<file path="src/rtl/alu_pkg.sv">
// Shared opcode encoding, FSM state type and default width for the ALU/MDU.
package alu_pkg;

    localparam int ALU_DATA_WIDTH = 32;

    typedef enum logic [3:0] {
        OP_ZERO     = 4'b0000,
        OP_SUB      = 4'b0001,
        OP_OR       = 4'b0010,
        OP_ADD      = 4'b0011,
        OP_LUI      = 4'b0100,
        OP_SLL      = 4'b0101,
        OP_SRL      = 4'b0110,
        OP_AND      = 4'b0111,
        OP_NOR      = 4'b1000,
        OP_SLT      = 4'b1001,
        OP_NOTHING  = 4'b1010,
        OP_NOTANDPC = 4'b1011,
        OP_MULT     = 4'b1100,
        OP_MULTU    = 4'b1101,
        OP_DIV      = 4'b1110,
        OP_DIVU     = 4'b1111
    } alu_op_e;

    typedef enum logic [1:0] {
        ST_IDLE,
        ST_MUL,
        ST_DIV,
        ST_FIN
    } alu_state_e;

    function automatic logic op_is_mul(input logic [3:0] op);
        return (op == OP_MULT) || (op == OP_MULTU);
    endfunction

    function automatic logic op_is_div(input logic [3:0] op);
        return (op == OP_DIV) || (op == OP_DIVU);
    endfunction

    function automatic logic op_is_signed(input logic [3:0] op);
        return (op == OP_MULT) || (op == OP_DIV);
    endfunction

endpackage

</file>
<file path="src/rtl/alu_mdu_if.sv">
// Issue/result bundle between the EX-stage datapath and alu_mdu.
// overflow_o exists only when ALU_OVF_EN is defined.
interface alu_mdu_if #(
    parameter int DATA_WIDTH  = 32,
    parameter int SHAMT_WIDTH = 5
);
    logic                   start_i;
    logic [3:0]             alu_operation_i;
    logic [DATA_WIDTH-1:0]  a_i;
    logic [DATA_WIDTH-1:0]  b_i;
    logic [SHAMT_WIDTH-1:0] shamt_i;
    logic                   busy_o;
    logic                   done_o;
    logic [DATA_WIDTH-1:0]  alu_data_o;
    logic                   zero_o;
    logic                   topc_o;
    logic [DATA_WIDTH-1:0]  hi_o;
    logic [DATA_WIDTH-1:0]  lo_o;
    logic                   div_by_zero_o;
`ifdef ALU_OVF_EN
    logic                   overflow_o;
`endif

    modport master (
        output start_i, alu_operation_i, a_i, b_i, shamt_i,
        input  busy_o, done_o, alu_data_o, zero_o, topc_o, hi_o, lo_o, div_by_zero_o
`ifdef ALU_OVF_EN
        , input overflow_o
`endif
    );

    modport slave (
        input  start_i, alu_operation_i, a_i, b_i, shamt_i,
        output busy_o, done_o, alu_data_o, zero_o, topc_o, hi_o, lo_o, div_by_zero_o
`ifdef ALU_OVF_EN
        , output overflow_o
`endif
    );

endinterface

</file>
<file path="src/rtl/alu_mdu_iter.sv">
// Iterative multiply (shift-add) / divide (restoring) datapath on operand magnitudes,
// with a down-counter and sign fixup of the result that the final step produces.
module alu_mdu_iter
    import alu_pkg::*;
#(
    parameter int DATA_WIDTH = ALU_DATA_WIDTH
) (
    input  logic                  clk,
    input  logic                  reset,
    input  logic                  load,
    input  logic                  step,
    input  logic                  is_div,
    input  logic                  is_signed,
    input  logic [DATA_WIDTH-1:0] a,
    input  logic [DATA_WIDTH-1:0] b,
    output logic                  last,
    output logic [DATA_WIDTH-1:0] res_hi,
    output logic [DATA_WIDTH-1:0] res_lo
);
    localparam int W  = DATA_WIDTH;
    localparam int CW = $clog2(DATA_WIDTH + 1);

    logic [W-1:0]   acc_q, low_q, opnd_q;
    logic [CW-1:0]  cnt_q;
    logic           div_q, neg_q, neg_rem_q;

    logic           sign_a, sign_b;
    logic [W-1:0]   mag_a, mag_b;
    logic [W:0]     mul_add;
    logic [2*W-1:0] mul_sh;
    logic [W:0]     div_sh, div_trial;
    logic [W-1:0]   acc_n, low_n;
    logic [2*W-1:0] prod, prod_s;

    assign sign_a = is_signed & a[W-1];
    assign sign_b = is_signed & b[W-1];
    assign mag_a  = sign_a ? -a : a;
    assign mag_b  = sign_b ? -b : b;
    assign last   = (cnt_q == CW'(1));

    // acc holds the product high half / partial remainder, low the multiplier / quotient
    always_comb begin
        mul_add   = low_q[0] ? ({1'b0, acc_q} + {1'b0, opnd_q}) : {1'b0, acc_q};
        mul_sh    = {mul_add, low_q[W-1:1]};
        div_sh    = {acc_q, low_q[W-1]};
        div_trial = div_sh - {1'b0, opnd_q};
        acc_n     = mul_sh[2*W-1:W];
        low_n     = mul_sh[W-1:0];
        if (div_q) begin
            if (!div_trial[W]) begin
                acc_n = div_trial[W-1:0];
                low_n = {low_q[W-2:0], 1'b1};
            end else begin
                acc_n = div_sh[W-1:0];
                low_n = {low_q[W-2:0], 1'b0};
            end
        end
        prod   = {acc_n, low_n};
        prod_s = neg_q ? -prod : prod;
        if (div_q) begin
            res_hi = neg_rem_q ? -acc_n : acc_n;
            res_lo = neg_q ? -low_n : low_n;
        end else begin
            res_hi = prod_s[2*W-1:W];
            res_lo = prod_s[W-1:0];
        end
    end

    always_ff @(posedge clk or posedge reset) begin
        if (reset) begin
            acc_q     <= '0;
            low_q     <= '0;
            opnd_q    <= '0;
            cnt_q     <= '0;
            div_q     <= 1'b0;
            neg_q     <= 1'b0;
            neg_rem_q <= 1'b0;
        end else if (load) begin
            acc_q     <= '0;
            low_q     <= mag_a;
            opnd_q    <= mag_b;
            cnt_q     <= CW'(W);
            div_q     <= is_div;
            neg_q     <= sign_a ^ sign_b;
            neg_rem_q <= sign_a;
        end else if (step) begin
            acc_q <= acc_n;
            low_q <= low_n;
            cnt_q <= cnt_q - CW'(1);
        end
    end

endmodule

</file>
<file path="src/rtl/alu_mdu.sv">
// MIPS EX-stage ALU with registered results and an iterative MUL/DIV unit behind
// a start/busy/done handshake. Define ALU_OVF_EN to add the signed-overflow flag.
//
// state   | meaning
// IDLE    | waiting for start_i
// MUL     | shift-add multiply iterations running
// DIV     | restoring divide iterations running
// FIN     | cycle in which a MUL/DIV result is presented with done_o
module alu_mdu
    import alu_pkg::*;
#(
    parameter int DATA_WIDTH  = ALU_DATA_WIDTH,
    parameter int SHAMT_WIDTH = 5
) (
    input  logic     clk,
    input  logic     reset,
    alu_mdu_if.slave bus
);
    localparam int W    = DATA_WIDTH;
    localparam int HALF = DATA_WIDTH / 2;
    localparam logic [SHAMT_WIDTH-1:0] SH_MASK = SHAMT_WIDTH'(DATA_WIDTH - 1);

    alu_state_e state_q, state_d;

    logic [3:0]             op;
    logic [W-1:0]           a, b;
    logic [SHAMT_WIDTH-1:0] sh;
    logic                   busy, accept, is_mul, is_div, single, div_zero;
    logic                   iter_load, last;
    logic [W-1:0]           res_hi, res_lo;
    logic [W-1:0]           sum, diff, alu_res;

    logic [W-1:0]           alu_data_q, hi_q, lo_q;
    logic                   zero_q, topc_q, done_q, dbz_q;

    assign op       = bus.alu_operation_i;
    assign a        = bus.a_i;
    assign b        = bus.b_i;
    assign sh       = bus.shamt_i & SH_MASK;
    assign busy     = (state_q == ST_MUL) || (state_q == ST_DIV);
    assign accept   = bus.start_i && !busy;
    assign is_mul   = op_is_mul(op);
    assign is_div   = op_is_div(op);
    assign single   = !is_mul && !is_div;
    assign div_zero = (b == '0);
    assign sum      = a + b;
    assign diff     = a - b;

    always_comb begin
        state_d   = state_q;
        iter_load = 1'b0;
        case (state_q)
            ST_IDLE, ST_FIN: begin
                state_d = ST_IDLE;
                if (accept && is_mul) begin
                    state_d   = ST_MUL;
                    iter_load = 1'b1;
                end else if (accept && is_div) begin
                    if (div_zero) begin
                        state_d = ST_FIN;
                    end else begin
                        state_d   = ST_DIV;
                        iter_load = 1'b1;
                    end
                end
            end
            ST_MUL, ST_DIV: if (last) state_d = ST_FIN;
            default: state_d = ST_IDLE;
        endcase
    end

    always_comb begin
        alu_res = '0;
        case (op)
            OP_ADD:                  alu_res = sum;
            OP_SUB:                  alu_res = diff;
            OP_OR:                   alu_res = a | b;
            OP_AND:                  alu_res = a & b;
            OP_NOR:                  alu_res = ~(a | b);
            OP_LUI:                  alu_res = {b[HALF-1:0], {HALF{1'b0}}};
            OP_SLL:                  alu_res = b << sh;
            OP_SRL:                  alu_res = b >> sh;
            OP_SLT:                  alu_res = {{(W-1){1'b0}}, $signed(a) < $signed(b)};
            OP_NOTHING, OP_NOTANDPC: alu_res = a;
            default:                 alu_res = '0;
        endcase
    end

    alu_mdu_iter #(.DATA_WIDTH(W)) u_iter (
        .clk       (clk),
        .reset     (reset),
        .load      (iter_load),
        .step      (busy),
        .is_div    (is_div),
        .is_signed (op_is_signed(op)),
        .a         (a),
        .b         (b),
        .last      (last),
        .res_hi    (res_hi),
        .res_lo    (res_lo)
    );

    always_ff @(posedge clk or posedge reset) begin
        if (reset) begin
            state_q    <= ST_IDLE;
            alu_data_q <= '0;
            zero_q     <= 1'b0;
            topc_q     <= 1'b0;
            hi_q       <= '0;
            lo_q       <= '0;
            done_q     <= 1'b0;
            dbz_q      <= 1'b0;
        end else begin
            state_q <= state_d;
            done_q  <= 1'b0;
            dbz_q   <= 1'b0;
            if (accept && single) begin
                alu_data_q <= alu_res;
                zero_q     <= (alu_res == '0);
                topc_q     <= (op == OP_NOTANDPC);
                done_q     <= 1'b1;
            end
            // divide by zero skips the iterations: HI keeps the dividend, LO saturates
            if (accept && is_div && div_zero) begin
                hi_q   <= a;
                lo_q   <= '1;
                dbz_q  <= 1'b1;
                done_q <= 1'b1;
            end
            if (busy && last) begin
                hi_q   <= res_hi;
                lo_q   <= res_lo;
                done_q <= 1'b1;
            end
        end
    end

`ifdef ALU_OVF_EN
    logic ovf_d, ovf_q;

    always_comb begin
        ovf_d = 1'b0;
        case (op)
            OP_ADD:  ovf_d = (a[W-1] == b[W-1]) && (sum[W-1] != a[W-1]);
            OP_SUB:  ovf_d = (a[W-1] != b[W-1]) && (diff[W-1] != a[W-1]);
            default: ovf_d = 1'b0;
        endcase
    end

    always_ff @(posedge clk or posedge reset) begin
        if (reset) begin
            ovf_q <= 1'b0;
        end else if (accept && single) begin
            ovf_q <= ovf_d;
        end
    end

    assign bus.overflow_o = ovf_q;
`endif

    assign bus.busy_o        = busy;
    assign bus.done_o        = done_q;
    assign bus.alu_data_o    = alu_data_q;
    assign bus.zero_o        = zero_q;
    assign bus.topc_o        = topc_q;
    assign bus.hi_o          = hi_q;
    assign bus.lo_o          = lo_q;
    assign bus.div_by_zero_o = dbz_q;

endmodule

</file>
<file path="src/flat_wrapper.sv">
// flat-port wrapper written by rule: the top's interface ports become plain ports
module alu_mdu_flat import alu_pkg::*;
#(
    parameter int DATA_WIDTH  = ALU_DATA_WIDTH,
    parameter int SHAMT_WIDTH = 5
)
  (clk, reset, bus_start_i, bus_alu_operation_i, bus_a_i, bus_b_i, bus_shamt_i, bus_busy_o, bus_done_o, bus_alu_data_o, bus_zero_o, bus_topc_o, bus_hi_o, bus_lo_o, bus_div_by_zero_o);
  alu_mdu_if #(.DATA_WIDTH(DATA_WIDTH), .SHAMT_WIDTH(SHAMT_WIDTH)) bus_i ();
  input  logic clk;
  input  logic reset;
  input wire logic [$bits(bus_i.start_i)-1:0] bus_start_i;
  input wire logic [$bits(bus_i.alu_operation_i)-1:0] bus_alu_operation_i;
  input wire logic [$bits(bus_i.a_i)-1:0] bus_a_i;
  input wire logic [$bits(bus_i.b_i)-1:0] bus_b_i;
  input wire logic [$bits(bus_i.shamt_i)-1:0] bus_shamt_i;
  output wire logic [$bits(bus_i.busy_o)-1:0] bus_busy_o;
  output wire logic [$bits(bus_i.done_o)-1:0] bus_done_o;
  output wire logic [$bits(bus_i.alu_data_o)-1:0] bus_alu_data_o;
  output wire logic [$bits(bus_i.zero_o)-1:0] bus_zero_o;
  output wire logic [$bits(bus_i.topc_o)-1:0] bus_topc_o;
  output wire logic [$bits(bus_i.hi_o)-1:0] bus_hi_o;
  output wire logic [$bits(bus_i.lo_o)-1:0] bus_lo_o;
  output wire logic [$bits(bus_i.div_by_zero_o)-1:0] bus_div_by_zero_o;
  assign bus_i.start_i = bus_start_i;
  assign bus_i.alu_operation_i = bus_alu_operation_i;
  assign bus_i.a_i = bus_a_i;
  assign bus_i.b_i = bus_b_i;
  assign bus_i.shamt_i = bus_shamt_i;
  assign bus_busy_o = bus_i.busy_o;
  assign bus_done_o = bus_i.done_o;
  assign bus_alu_data_o = bus_i.alu_data_o;
  assign bus_zero_o = bus_i.zero_o;
  assign bus_topc_o = bus_i.topc_o;
  assign bus_hi_o = bus_i.hi_o;
  assign bus_lo_o = bus_i.lo_o;
  assign bus_div_by_zero_o = bus_i.div_by_zero_o;
  alu_mdu #(.DATA_WIDTH(DATA_WIDTH), .SHAMT_WIDTH(SHAMT_WIDTH)) u_core (.clk(clk), .reset(reset), .bus(bus_i));
endmodule
</file>
<file path="config.mk">
export PLATFORM = sky130hd
export DESIGN_NAME = alu_mdu_flat
export DESIGN_NICKNAME = d
export VERILOG_FILES = /design/src/rtl/alu_pkg.sv /design/src/rtl/alu_mdu_if.sv /design/src/rtl/alu_mdu_iter.sv /design/src/rtl/alu_mdu.sv /design/src/flat_wrapper.sv
export SDC_FILE = /design/constraint.sdc
export NUM_CORES = 1
export LEC_CHECK = 0
export BUFFER_PORTS_ARGS = -buffer_cell sky130_fd_sc_hd__buf_2
export CORE_MARGIN = 4
export CORE_UTILIZATION = 25
export CTS_BUF_LIST = sky130_fd_sc_hd__clkbuf_2
export DETAILED_ROUTE_END_ITERATION = 7
export MAX_ROUTING_LAYER = met4
export PLACE_DENSITY_LB_ADDON = 0.08
export REMOVE_ABC_BUFFERS = 1
export SYNTH_ARGS = -nofsm -noshare
export SYNTH_HDL_FRONTEND = slang
export SYNTH_SLANG_ARGS = --single-unit
export TNS_END_PERCENT = 30
</file>
<file path="constraint.sdc">
create_clock -name clk -period 9.77 [get_ports clk]
set_input_delay 1.954 -clock clk [delete_from_list [all_inputs] [get_ports clk]]
set_output_delay 1.954 -clock clk [all_outputs]
set_load 0.1 [all_outputs]
</file>
==> results_dict.tcl <==
set metrics [dict create \
    worst_pin_slew_ns 1.25 \
    finalCritPeriodShare_pct 67.8 \
    postLayoutCoreUtil_pct 27.9 \
    cts_tree "done" \
    nets 3772 \
    setup_tns_ns 0 \
    dp.cells 4833 \
    start_util_pct 25.2 \
    drv_cap 0 \
    gp_congestion 0.994 \
    antenna_left 0 \
    synth-seq-area-share_pct 19.8 \
    holdPathStages 1 \
    drtIter0Drc 2967 \
    cts_buffers 71 \
    mostFrequentLayoutCell "nand2_1" \
    first_global_vias 28200 \
    place_area_mm2 0.0284 \
    worst_path_largest_cell_delay_ns 0.57 \
    grt_max_degree 96 \
    worst-path-max-fanout 6 \
    path_buf_inv 1 \
    drv_slew 0 \
    vias 29000 \
    die_h_um 332 \
    crit_type "register to register" \
    grt_pass1_wl_um 216000 \
    finalSetupViolCount 0 \
    dr.pass1.iters 6 \
    ctsResizeCount 0 \
    core_mm2 0.104 \
    routedWlPerCell_um 30.7 \
    cts-root-buf "clkbuf_2" \
    critPathTopFamily "compound AO/OA/AOI/OAI gates" \
    drt-total-wl_um 152000 \
    postSynthAreaPerCell_um2 7.57 \
    drc 0 \
    stdcell_area_mm2 0.0290 \
    reg2regPathDepth 22 \
    layout-drive-gt1-share_pct 14.8 \
    cts.sinks 207 \
    worstSetupPathDepth 22 \
    cts.clk_slew.worst_paths_ns 0.09 \
    cp-end-kind "register" \
    grt.overflow.total 0 \
    r2r-start "u_core.u_iter.low_q[31]" \
    yosysUniqueCellTypes 97 \
    ys_ff_latch 207 \
    cts_htree_levels 3 \
    fp.dieW_um 332 \
    hold_violations 0 \
    vias_per_cell 5.84 \
    synth_top_area_share_pct 19.8 \
    synthCells 3461 \
    antenna_found_initial 16 \
    clk_latency_ns 1.18 \
    worstHoldStart "u_core.u_iter.cnt_q[4]" \
    grtUsageTotal_pct 27.3 \
    post_cts_buffers 0 \
    critPathLaunchType "register" \
    r2r_slack_ns 3.15 \
    area.growth.synth_to_final_pct 10.7 \
    port_buffers 176 \
    yosys_warnings 0 \
    clock_skew_ns 0.179 \
    synth.largest_area_cell "dfrtp_1" \
    synthTopCellsByArea "dfrtp_1 (20%), ha_1 (7.9%), a21oi_1 (5.9%), nand2_1 (5.5%), o21ai_0 (4.9%)" \
    min_to "u_core.u_iter.cnt_q[4]" \
    power.density_mw_per_mm2 362 \
    r2r-end "u_core.bus.hi_o[16]" \
    crit_chain "inv_1 > ha_1 > fa_1 > nor2b_1 > o31ai_1 > a21bo_2 > a2111oi_4 > a211o_1 > nor2_1 > a21oi_1 > ha_1 > o21a_1 > o2111ai_1 > nor4_1 > and2_1 > nand2_1 > or2_2 > nand2_1 > nand2_1 > o31ai_1 > xor2_1 > a21oi_1" \
    postCtsHoldBufs 0 \
    ys_async_sr_fraction_pct 100 \
    layout_common_cells "nand2_1 (381), a21oi_1 (310), nor2_1 (283), o21ai_0 (257), dfrtp_1 (206)" \
    vdd_drop_max_mv 0.270 \
    ios 177 \
    required_ns 10.78 \
    p_total_w 0.0105 \
    synth_edf_count 0 \
    crit_arrival_ns 7.63 \
    final_cells 4959 \
    fmax_mhz 151 \
    holdCritPathClass "register to register" \
    crit_top_cell "nand2_1" \
    synth_flop_cell "dfrtp_1" \
    clk_path_buf_depth 3 \
    status "finished, final reports clean" \
    post-dp-hpwl_um 118000 \
    slew_headroom_pct 15.6 \
    total_leakage_power_nw 12.0 \
    min_period_ns 6.62 \
    fp-row-count 118 \
    cp_slowest_cell "a21oi_1" \
    rsz0062_at_grt "no" \
    syn_area_mm2 0.0262 \
    die_area_mm2 0.110 \
]
layout make-up:
type	instances	area, um2
Sequential cell	207	5180
Clock inverter	13	67.6
Inverter	168	638
Timing Repair Buffer	245	1400
Fill cell	11600	74800
Antenna cell	12	30.0
Tap cell	1380	1730
Clock buffer	101	505
Multi-Input combinational cell	2833	19400
layer usage:
layer  GRT usage [%]  up-vias  wire length, um
li1                -    13000                -
met1            35.1    14400            65900
met2            43.3     1258            70100
met3            3.55      267             8840
met4            11.7        0             7640
met5               -        -                0
metrics by stage:
stage / worst slack, ns / hold WS (ns)
floorplan: 2.16 / 0.438
global placement: 2.69 / 0.470
detailed placement: 2.69 / 0.470
CTS: 3.19 / 0.486
global route: 2.71 / 0.504
finish: 3.15 / 0.476
registers in the layout, summed over array words and instances (netlist names):
name and count:
u_core.u_iter.low_q 32, u_core.u_iter.neg_q 1, u_core.bus.done_o 1, u_core.state_q 2
u_core.bus.zero_o 1, u_core.u_iter.div_q 1, u_core.bus.div_by_zero_o 1, u_core.bus.alu_data_o 32
u_core.bus.lo_o 32, u_core.bus.hi_o 32, u_core.u_iter.cnt_q 6, u_core.u_iter.acc_q 32
u_core.u_iter.opnd_q 32, u_core.bus.topc_o 1, u_core.u_iter.neg_rem_q 1
worst max path at each step:
stage | start | endpoint | slack (ns)
after detailed placement | bus_shamt_i[0] | u_core.bus.zero_o | 2.69
after global placement | bus_shamt_i[0] | u_core.bus.zero_o | 2.69
after floorplan | reset | u_core.bus.alu_data_o[0] | 2.16
final | u_core.u_iter.low_q[31] | u_core.bus.hi_o[16] | 3.15
after global routing | u_core.u_iter.low_q[31] | u_core.bus.hi_o[28] | 2.71
after CTS | u_core.u_iter.low_q[31] | u_core.bus.hi_o[16] | 3.19
synth_stat cells, types with 18 or more instances:
cell type	instances
nand2_1	382
a21oi_1	311
nor2_1	285
o21ai_0	258
dfrtp_1	207
clkbuf_1	180
ha_1	166
inv_1	165
nor3_1	109
xnor2_1	109
mux2i_1	85
nand3_1	72
mux4_2	57
a211oi_1	51
a31oi_1	51
mux2_2	50
and3_1	49
o22ai_1	49
xor2_1	48
o211ai_1	41
nand2b_1	38
a21o_1	37
buf_1	37
or3_1	36
o31ai_1	33
a22o_1	31
nand4_1	30
buf_2	27
nor4_1	27
nor2b_1	25
o221ai_1	23
a221oi_1	22
a22oi_1	22
o21a_1	22
and2_1	20
or2_2	20
o311ai_0	18
where the power goes:
group | internal (W) | total [W] | switching (W) | leakage (nW)
Sequential | 0.00126 | 0.00173 | 0.000472 | 2.39
Combinational | 0.00237 | 0.00799 | 0.00562 | 9.18
Clock | 0.000277 | 0.000766 | 0.000489 | 0.455
Total | 0.00390 | 0.0105 | 0.00658 | 12.0
worst register-to-register path: stages (launching register included):
cell	delay, ns
dfrtp_1	0.56
inv_1	0.11
ha_1	0.23
fa_1	0.41
nor2b_1	0.23
o31ai_1	0.22
a21bo_2	0.28
a2111oi_4	0.54
a211o_1	0.18
nor2_1	0.15
a21oi_1	0.57
ha_1	0.29
o21a_1	0.18
o2111ai_1	0.22
nor4_1	0.42
and2_1	0.23
nand2_1	0.11
or2_2	0.38
nand2_1	0.18
nand2_1	0.28
o31ai_1	0.38
xor2_1	0.27
a21oi_1	0.10
kinds of logic (layout without fill, tap and decap cells):
| logic type | count (synthesis) | after routing | synth area share [%] |
|---|---|---|---|
| compound gates | 1167 | 1167 | 29.4 |
| mux | 192 | 192 | 10.3 |
| other cells | 0 | 12 | 0 |
| fa+ha+maj | 170 | 170 | 8.24 |
| simple gates | 1146 | 1146 | 20.6 |
| buf+inv | 421 | 527 | 6.33 |
| xor+xnor | 158 | 158 | 5.31 |
| flops | 207 | 207 | 19.8 |
(Power assumes the default switching activity.)
